<file path="src/rtl/tinyqv_sys_pkg.sv">
// tinyQV system-control shared definitions: register offsets,
// UART status bit positions and the UART shifter state encoding.
package tinyqv_sys_pkg;

  localparam logic [3:0] SYS_GPIO_SEL    = 4'h3;
  localparam logic [3:0] SYS_UART_DATA   = 4'h6;
  localparam logic [3:0] SYS_UART_STATUS = 4'h7;
  localparam logic [3:0] SYS_TIME_DIV    = 4'h8;
  localparam logic [3:0] SYS_DEBUG       = 4'hC;

  localparam int ST_BUSY    = 0;
  localparam int ST_FULL    = 1;
  localparam int ST_OVF     = 2;
  localparam int ST_LVL_LSB = 8;

  typedef enum logic [1:0] {
    U_IDLE,
    U_START,
    U_DATA,
    U_STOP
  } uart_state_t;

endpackage

</file>
<file path="src/rtl/tinyqv_sys_fifo.sv">
// Small synchronous byte FIFO for the debug UART.
// Fullness is judged before a same-cycle pop.
module tinyqv_sys_fifo #(
  parameter int DEPTH = 4,
  parameter int W     = 8
) (
  input  logic                     clk,
  input  logic                     rst_n,
  input  logic                     i_push,
  input  logic [W-1:0]             i_data,
  input  logic                     i_pop,
  output logic [W-1:0]             o_data,
  output logic                     o_full,
  output logic                     o_empty,
  output logic [$clog2(DEPTH):0]   o_level
);
  localparam int AW = $clog2(DEPTH);
  localparam int LW = AW + 1;
  localparam logic [AW-1:0] MASK = AW'(DEPTH - 1);

  logic [W-1:0]  r_mem [DEPTH];
  logic [AW-1:0] r_wp;
  logic [AW-1:0] r_rp;
  logic [LW-1:0] r_lvl;
  logic          w_push_ok;
  logic          w_pop_ok;

  assign o_full    = (r_lvl == LW'(DEPTH));
  assign o_empty   = (r_lvl == '0);
  assign o_level   = r_lvl;
  assign o_data    = r_mem[r_rp];
  assign w_push_ok = i_push && !o_full;
  assign w_pop_ok  = i_pop && !o_empty;

  always_ff @(posedge clk) begin
    if (w_push_ok) r_mem[r_wp] <= i_data;
  end

  always_ff @(posedge clk or negedge rst_n) begin
    if (!rst_n) begin
      r_wp  <= '0;
      r_rp  <= '0;
      r_lvl <= '0;
    end else begin
      if (w_push_ok) r_wp <= (r_wp + 1'b1) & MASK;
      if (w_pop_ok)  r_rp <= (r_rp + 1'b1) & MASK;
      unique case ({w_push_ok, w_pop_ok})
        2'b10:   r_lvl <= r_lvl + 1'b1;
        2'b01:   r_lvl <= r_lvl - 1'b1;
        default: r_lvl <= r_lvl;
      endcase
    end
  end

endmodule

</file>
<file path="src/rtl/tinyqv_sys_ctrl.sv">
// tinyQV system control: register decode, GPIO select, tick, debug UART.
// Define TINYQV_SYS_UART_FIFO_EN to put a byte FIFO ahead of the UART.
module tinyqv_sys_ctrl
  import tinyqv_sys_pkg::*;
#(
  parameter int               CLOCK_MHZ  = 14,
  parameter int               BIT_RATE   = 1_000_000,
  parameter int               FIFO_DEPTH = 4,
  parameter int               SEL_W      = 2,
  parameter logic [SEL_W-1:0] SEL_RST    = 2'b10
) (
  input  logic             clk,
  input  logic             rst_n,
  input  logic             sel,
  input  logic [3:0]       addr,
  input  logic [31:0]      data_in,
  input  logic [1:0]       data_write_n,
  input  logic [1:0]       data_read_n,
  output logic [31:0]      data_out,
  output logic             data_ready,
  output logic             uart_txd,
  output logic             time_pulse,
  output logic [SEL_W-1:0] gpio_out_sel,
  output logic             debug_register_data
);
  localparam int BAUD_DIV = CLOCK_MHZ * 1_000_000 / BIT_RATE;
  localparam int BW = (BAUD_DIV > 1) ? $clog2(BAUD_DIV) : 1;
  localparam int LW = $clog2(FIFO_DEPTH) + 1;

  logic [SEL_W-1:0] r_gpio;
  logic             r_dbg;
  logic [7:0]       r_div;
  logic [7:0]       r_cnt;
  logic             r_ovf;

  uart_state_t      r_state, w_state_d;
  logic [BW-1:0]    r_baud, w_baud_d;
  logic [2:0]       r_bit, w_bit_d;
  logic [7:0]       r_shift, w_shift_d;
  logic             r_txd, w_txd_d;

  logic             w_wr;
  logic             w_wr_gpio, w_wr_data, w_wr_stat;
  logic             w_wr_div, w_wr_dbg;
  logic             w_avail, w_drop, w_busy, w_full, w_pop;
  logic [7:0]       w_load;
  logic [LW-1:0]    w_level;
  logic             w_baud_last;
  logic             w_unused;

  assign w_wr      = sel && (data_write_n != 2'b11);
  assign w_wr_gpio = w_wr && (addr == SYS_GPIO_SEL);
  assign w_wr_data = w_wr && (addr == SYS_UART_DATA);
  assign w_wr_stat = w_wr && (addr == SYS_UART_STATUS);
  assign w_wr_div  = w_wr && (addr == SYS_TIME_DIV);
  assign w_wr_dbg  = w_wr && (addr == SYS_DEBUG);

  assign data_ready          = 1'b1;
  assign uart_txd            = r_txd;
  assign time_pulse          = (r_cnt == r_div);
  assign gpio_out_sel        = r_gpio;
  assign debug_register_data = r_dbg;
  assign w_unused = &{1'b0, data_in[31:8], data_read_n, w_pop};

`ifdef TINYQV_SYS_UART_FIFO_EN
  logic w_fifo_empty;

  tinyqv_sys_fifo #(
    .DEPTH (FIFO_DEPTH),
    .W     (8)
  ) u_fifo (
    .clk     (clk),
    .rst_n   (rst_n),
    .i_push  (w_wr_data),
    .i_data  (data_in[7:0]),
    .i_pop   (w_pop),
    .o_data  (w_load),
    .o_full  (w_full),
    .o_empty (w_fifo_empty),
    .o_level (w_level)
  );

  assign w_avail = !w_fifo_empty;
  assign w_drop  = w_wr_data && w_full;
  assign w_busy  = !w_fifo_empty || (r_state != U_IDLE);
`else
  // Without a FIFO the write data loads the shifter directly.
  assign w_avail = w_wr_data && (r_state == U_IDLE);
  assign w_load  = data_in[7:0];
  assign w_drop  = w_wr_data && (r_state != U_IDLE);
  assign w_busy  = (r_state != U_IDLE);
  assign w_full  = w_busy;
  assign w_level = {{(LW-1){1'b0}}, w_busy};
`endif

  always_ff @(posedge clk or negedge rst_n) begin
    if (!rst_n) begin
      r_gpio <= SEL_RST;
      r_dbg  <= 1'b0;
      r_div  <= 8'(CLOCK_MHZ - 1);
      r_cnt  <= '0;
      r_ovf  <= 1'b0;
    end else begin
      if (w_wr_gpio) r_gpio <= data_in[7:8-SEL_W];
      if (w_wr_dbg)  r_dbg  <= data_in[0];
      if (w_wr_div) begin
        r_div <= data_in[7:0];
        r_cnt <= '0;
      end else if (time_pulse) begin
        r_cnt <= '0;
      end else begin
        r_cnt <= r_cnt + 1'b1;
      end
      if (w_drop)
        r_ovf <= 1'b1;
      else if (w_wr_stat && data_in[ST_OVF])
        r_ovf <= 1'b0;
    end
  end

  assign w_baud_last = (r_baud == BW'(BAUD_DIV - 1));

  always_comb begin
    w_state_d = r_state;
    w_baud_d  = r_baud;
    w_bit_d   = r_bit;
    w_shift_d = r_shift;
    w_pop     = 1'b0;
    unique case (r_state)
      U_IDLE: begin
        if (w_avail) begin
          w_pop     = 1'b1;
          w_state_d = U_START;
          w_baud_d  = '0;
          w_shift_d = w_load;
        end
      end
      U_START: begin
        if (w_baud_last) begin
          w_state_d = U_DATA;
          w_baud_d  = '0;
          w_bit_d   = '0;
        end else begin
          w_baud_d = r_baud + 1'b1;
        end
      end
      U_DATA: begin
        if (w_baud_last) begin
          w_baud_d  = '0;
          w_shift_d = {1'b0, r_shift[7:1]};
          if (r_bit == 3'd7) w_state_d = U_STOP;
          else               w_bit_d   = r_bit + 1'b1;
        end else begin
          w_baud_d = r_baud + 1'b1;
        end
      end
      U_STOP: begin
        if (w_baud_last) begin
          w_baud_d = '0;
          // Chain straight into the next frame when more data waits.
          if (w_avail) begin
            w_pop     = 1'b1;
            w_state_d = U_START;
            w_shift_d = w_load;
          end else begin
            w_state_d = U_IDLE;
          end
        end else begin
          w_baud_d = r_baud + 1'b1;
        end
      end
      default: w_state_d = U_IDLE;
    endcase
    unique case (w_state_d)
      U_START: w_txd_d = 1'b0;
      U_DATA:  w_txd_d = w_shift_d[0];
      default: w_txd_d = 1'b1;
    endcase
  end

  always_ff @(posedge clk or negedge rst_n) begin
    if (!rst_n) begin
      r_state <= U_IDLE;
      r_baud  <= '0;
      r_bit   <= '0;
      r_shift <= '0;
      r_txd   <= 1'b1;
    end else begin
      r_state <= w_state_d;
      r_baud  <= w_baud_d;
      r_bit   <= w_bit_d;
      r_shift <= w_shift_d;
      r_txd   <= w_txd_d;
    end
  end

  always_comb begin
    data_out = '0;
    if (sel) begin
      case (addr)
        SYS_GPIO_SEL:  data_out[7:8-SEL_W] = r_gpio;
        SYS_UART_DATA: data_out = '0;
        SYS_UART_STATUS: begin
          data_out[ST_BUSY]           = w_busy;
          data_out[ST_FULL]           = w_full;
          data_out[ST_OVF]            = r_ovf;
          data_out[ST_LVL_LSB +: 8]   = 8'(w_level);
        end
        SYS_TIME_DIV:  data_out[7:0] = r_div;
        SYS_DEBUG:     data_out[0] = r_dbg;
        default:       data_out = '1;
      endcase
    end
  end

endmodule
</file>
<file path="config.mk">
export PLATFORM = sky130hd
export DESIGN_NAME = tinyqv_sys_ctrl
export DESIGN_NICKNAME = d
export VERILOG_FILES = /design/src/rtl/tinyqv_sys_pkg.sv /design/src/rtl/tinyqv_sys_fifo.sv /design/src/rtl/tinyqv_sys_ctrl.sv
export SDC_FILE = /design/constraint.sdc
export NUM_CORES = 1
export LEC_CHECK = 0
export ABC_AREA = 0
export CORE_UTILIZATION = 35
export CTS_BUF_LIST = sky130_fd_sc_hd__clkbuf_4 sky130_fd_sc_hd__clkbuf_8 sky130_fd_sc_hd__clkbuf_16
export CTS_CLUSTER_DIAMETER = 200
export CTS_CLUSTER_SIZE = 20
export DETAILED_ROUTE_END_ITERATION = 16
export SYNTH_ARGS = -nofsm -noshare
export SYNTH_HDL_FRONTEND = slang
export SYNTH_SLANG_ARGS = --single-unit
</file>
<file path="constraint.sdc">
create_clock -name clk -period 3.01 [get_ports clk]
set_input_delay 0.602 -clock clk [delete_from_list [all_inputs] [get_ports clk]]
set_output_delay 0.602 -clock clk [all_outputs]
set_load 0.01 [all_outputs]
</file>
* Word-level counts from Yosys, hierarchy flattened
Index checks and enable logic that the tools add are counted.
** Word-level totals
- Logic and storage cells :: 86
- Flip-flop bits (word level) :: 38
- Output and inout bits :: 38
- Input bits :: 43
** Cells by class
- Equality and inequality tests :: 19
- $add $sub $neg :: 3
- Muxes and demuxes :: 30
- Reduce and logical (&&, ||, !) cells :: 23
** Operators with widths (count)
- 2-to-1 mux 8 bit :: 5
- 2-to-1 mux 32 bit :: 1
- one-hot mux 8 bit (3 select lines) :: 1
- 2-to-1 mux 16 bit :: 1
- one-hot mux 8 bit (2 select lines) :: 1
- == test 4 bit (second input constant) :: 3
- != test 2 bit (second input constant) :: 6
- one-hot mux 2 bit (3 select lines) :: 2
- one-hot mux 3 bit (2 select lines) :: 2
- 2-to-1 mux 2 bit :: 5
- logical AND 1 bit :: 9
- 2-to-1 mux 3 bit :: 3
- OR reduction 3 bit :: 3
- adder 8 x 1 -> 8 bit (second input constant) :: 1
- == test 4 x 3 -> 1 bit (second input constant) :: 2
- == test 8 bit :: 1
- 2-to-1 mux 4 bit :: 2
- one-hot mux 2 bit (4 select lines) :: 1
- one-hot mux 4 bit (2 select lines) :: 1
- OR reduction 4 bit :: 2
- == test 2 bit (second input constant) :: 3
- nonzero test 2 bit :: 3
- OR reduction 5 bit :: 1
- adder 4 x 1 -> 4 bit (second input constant) :: 1
- other kinds (12) :: 15

* Logic depth before layout (Yosys ltp)
Gate-level depths: netlist (run 1).
- Word-level depth :: 9
- Gate-level depth with buffers :: 7
- Gate-level depth less buffers :: 6

* Least setup slack after synthesis (run 1)
No wires, ideal clock.
- Kind :: input port to output port
- Start :: input addr[1]
- End :: output data_out[17]
- Buffers on the path :: 2
- Setup slack :: 306 ps
- Required time :: 2408 ps
- Data arrival time :: 2102 ps
- Cell stages on the path :: 6
- Cells stage by stage :: nor2b_1 -> buf_4 -> o21a_1 -> or2b_1 -> nor2_1 -> buf_4
** Between the ends
- Longest elaborated chain between the ends :: 4
- Elaborated cells on any way between the ends :: 8
- Those cells by class :: eq/ne (5); mux (2); reduce/logical (1)
** Ends and longest elaborated chain
- start: declaration :: RTL line tinyqv_sys_ctrl.sv:15 : input logic [3:0] addr,
- == test 4 x 2 -> 1 bit, or another cell as far along :: RTL line tinyqv_sys_ctrl.sv:200 : case (addr)
- OR reduction 5 bit (no source line) (*)
- 2-to-1 mux 16 bit (*) :: RTL line tinyqv_sys_ctrl.sv:200
- 2-to-1 mux 32 bit (*) :: RTL line tinyqv_sys_ctrl.sv:199 : if (sel) begin
- end: declaration :: RTL line tinyqv_sys_ctrl.sv:19 : output logic [31:0] data_out,
Mark *: on every way between the ends. The rest lies on a longest branch, timed or not.

* Worst setup path in the final report (run 1)
- Start :: input addr[0]
- End :: output data_out[1]
** Between the ends
- Longest elaborated chain between the ends :: 4
- Elaborated cells on any way between the ends :: 8
- Those cells by class :: eq/ne (5); mux (2); reduce/logical (1)
** Ends and longest elaborated chain (RTL line)
- == test 4 x 2 -> 1 bit, or another cell as far along :: tinyqv_sys_ctrl.sv:200
- OR reduction 3 bit (no source line)
- one-hot mux 2 bit (3 select lines) (*) :: tinyqv_sys_ctrl.sv:200
- 2-to-1 mux 32 bit (*) :: tinyqv_sys_ctrl.sv:199
Marks and branches as above.

==> flow_summary.ini, run 1 <==
[grt]
grt_pass1_wl_um = 8440
grt.total_usage_pct = 15.2
first_global_vias = 1665
grt_max_degree = 39
grt_antenna_before_repair = 0
overflow = 0

[yosys]
avgSynthCellArea_um2 = 10.0
async_reset_ff_share_pct = 100
synth-edff-count = 0
syn_inst = 235
synth_flop_cell = dfrtp_1
yosysUniqueCellTypes = 53
ys.warnings.count = 0
synth_mux_area_share_pct = 7.39
syn_area_um2 = 2350
synth_top_family_by_area = simple AND/OR/NAND/NOR gates
synth_xor_area_share_pct = 5.58
synth_top_area_share_pct = 35.1
synthSimpleGateAreaFrac_pct = 17.3
ys_seq_elements = 38
ys_top_cells_by_count = dfrtp_1, buf_4, nor2_1
synth-compound-area-share_pct = 15.9
synth_area_leader_cell = dfrtp_1
yosysMostFrequentCell = dfrtp_1
syn-num-nets = 283
synthTopCellsByArea = dfrtp_1, buf_4, dfstp_2, mux2_4, xnor2_1
yosysSeqAreaShare_pct = 40.7
synth_fa_ha_area_share_pct = 2.66

[worst_setup_path]
arrival_ns = 2.28
r2r-end = r_shift[0]
startpoint_type = primary input
reg2regPathDepth = 5
crit_type = primary input to output port
cp-end-kind = output port
crit_path_max_fanout = 8
r2r_setup_slack_ns = 1.25
cp.required_ns = 2.41
r2r-start = r_baud[0]

[timing]
fin_skew_ns = 0.00823
whs_ns = 0.411
finalSetupViolCount = 0
rsz0062_at_grt = false
finalMaxSlewViolations = 0
finalCritPeriodShare_pct = 95.6
max_slew_margin_pct = 42.1
hold_viol_final = 0
fin_tns_setup_ns = 0
period_minus_slack_ns = 2.88
fmax_ghz = 0.347
worst_pin_slew_ns = 0.868

[clocking]
cts_tree = built
h-tree-depth = 2
clkTransAtPathRegs_ns = 0.07
cts_root_buf = clkbuf_8
clock_sinks = 38
cts_inserted_buffers = 5
clock_path_buffers = 2
clk_latency_ns = 0.29

[floorplanning]
die_h_um = 84
start_util_pct = 36.6
dieArea_um2 = 7060
io_pins = 81
fp.coreArea_um2 = 6420
die_w_um = 84
rows = 29

[routing]
initialDrtViolationCount = 98
drtAntennaViolNets = 0
vias = 1839
wire_per_inst_um = 14.4
dr.pass1.iters = 10
drt_wl_total_um = 5090
vias_per_cell = 5.19
drc = 20

[power]
sequentialPowerShare_pct = 43.6
p_int_w = 0.00134
clkPwrFrac_pct = 17.9
leakagePower_nw = 1.62
swShare_pct = 36.2
p_sw_w = 0.000758
comb_power_share_pct = 38.6
powerDensity_nw_per_um2 = 696
vdd_drop_max_v = 0.000386

[layout]
area_growth_pct = 27.9
fillerInstances = 616
drive_gt1_share_pct = 17.7
num-nets-final = 324
seqCellArea_um2 = 957
n_antenna_cell = 0
multiInputGateArea_um2 = 1160

[run_status]
violations = design-rule violations
outcome = finished with violations

[place]
io_buffers = 53
hpwl_um = 3660
place.gp.congestion = 0.795

[hold_path]
min_path_type = primary input to asynchronous set/reset pin

[flow_run]
maxCapViolCount = 0
## stage by stage
step                      instance area (um2)  total power (W)  worst slack (ns)  std cells  util [%]
after CTS                                2920          0.00212          0.000717        353      45.5
after global placement                   2830          0.00171           -0.0153        345      44.0
final                                    3010          0.00209             0.131        354      46.9
after detailed placement                 2830          0.00174            0.0112        345      44.0
after floorplan                          2350          0.00147             0.306        235         -
after global routing                     3010          0.00226            0.0217        354      46.9
## critical path, cell delays in order
cell and delay (ns):
clkdlybuf4s50_1 0.43, buf_4 0.18, nor2_1 0.09, nand2_1 0.12
nor3b_2 0.20, o21a_1 0.13, clkdlybuf4s50_1 0.54
## flip-flops by register name (all words and copies together) (netlist names)
name	flops
r_div	8
r_bit	3
r_baud	4
r_state	2
r_ovf	1
r_cnt	8
uart_txd	1
r_shift	8
debug_register_data	1
gpio_out_sel	2
## cell type report
cell class | instances | share of cell area, %
repair buffers | 64 | 22.5
multi-input cells | 162 | 38.7
clock buffers | 7 | 2.99
flip-flops and latches | 38 | 31.8
well taps | 77 | 3.20
clock inverters | 1 | 0.166
inverters | 5 | 0.624
## cell families (layout without fill, tap and decap cells)
family	Yosys count	count (layout)
other	1	1
adders and majority gates	5	5
xor gates and xnor gates	15	15
AOI/OAI and AO/OA	53	53
DFF	38	38
muxes	13	13
and+or+nand+nor	75	75
buffers and inverters	35	77
## cell usage in the layout, fill, tap and decap left out, types with 6 or more instances in the layout
cell type and n:
a21oi_1 10, buf_4 10, dlymetal6s2s_1 27, o21ai_0 10, nand3_1 11, mux2_4 8, nand2_1 15, nor2_1 17
xnor2_1 10, clkdlybuf4s50_1 23, dfrtp_1 33, clkbuf_8 6
## routing by layer
metal,global-route usage (%),up-vias,part of all wire (%)
met5,0,-,0
met4,5.96,0,1.4
met3,3.56,5,6.8
met2,22.1,58,41
met1,21.8,888,51
li1,-,888,-
## power groups by stage
stage          logic (W)  registers [W]  clock network (W)
2_1_floorplan   0.000610       0.000865                  0
3_3_place_gp    0.000801       0.000914                  0
3_5_place_dp    0.000817       0.000919                  0
4_1_cts         0.000819       0.000911           0.000388
5_1_grt         0.000908       0.000945           0.000409
6_report        0.000808       0.000913           0.000374
## worst max-delay path by stage
stage,slack (ns),start,cells after the start,end
global route,0.02,addr[0],7,data_out[1]
floorplan,0.31,addr[1],6,data_out[17]
detailed placement,0.01,addr[1],7,data_out[5]
CTS,0.0007,addr[1],7,data_out[17]
finish,0.13,addr[0],7,data_out[1]
global placement,-0.02,addr[1],7,data_out[4]
## timing repair
action | in CTS | in global routing
resized for setup | 2 | 31
endpoints found under the setup margin | 3 | 28
hold buffers | 0 | 0
buffers inserted | 0 | 1
Note: power is estimated with default switching activity, not from simulation.
==> run 2, diff against run 1 <==
GPL_ROUTABILITY_DRIVEN = 0   (was unset)
==> results of run 2 <==
The final DEF is identical to that of run 1; final timing and power are the same.
==> run 3, diff against run 2 <==
GPL_ROUTABILITY_DRIVEN = unset   (was 0)
SLEW_MARGIN = 5   (was unset)
==> results of run 3 <==
The final DEF is identical to that of run 1; final timing and power are the same.
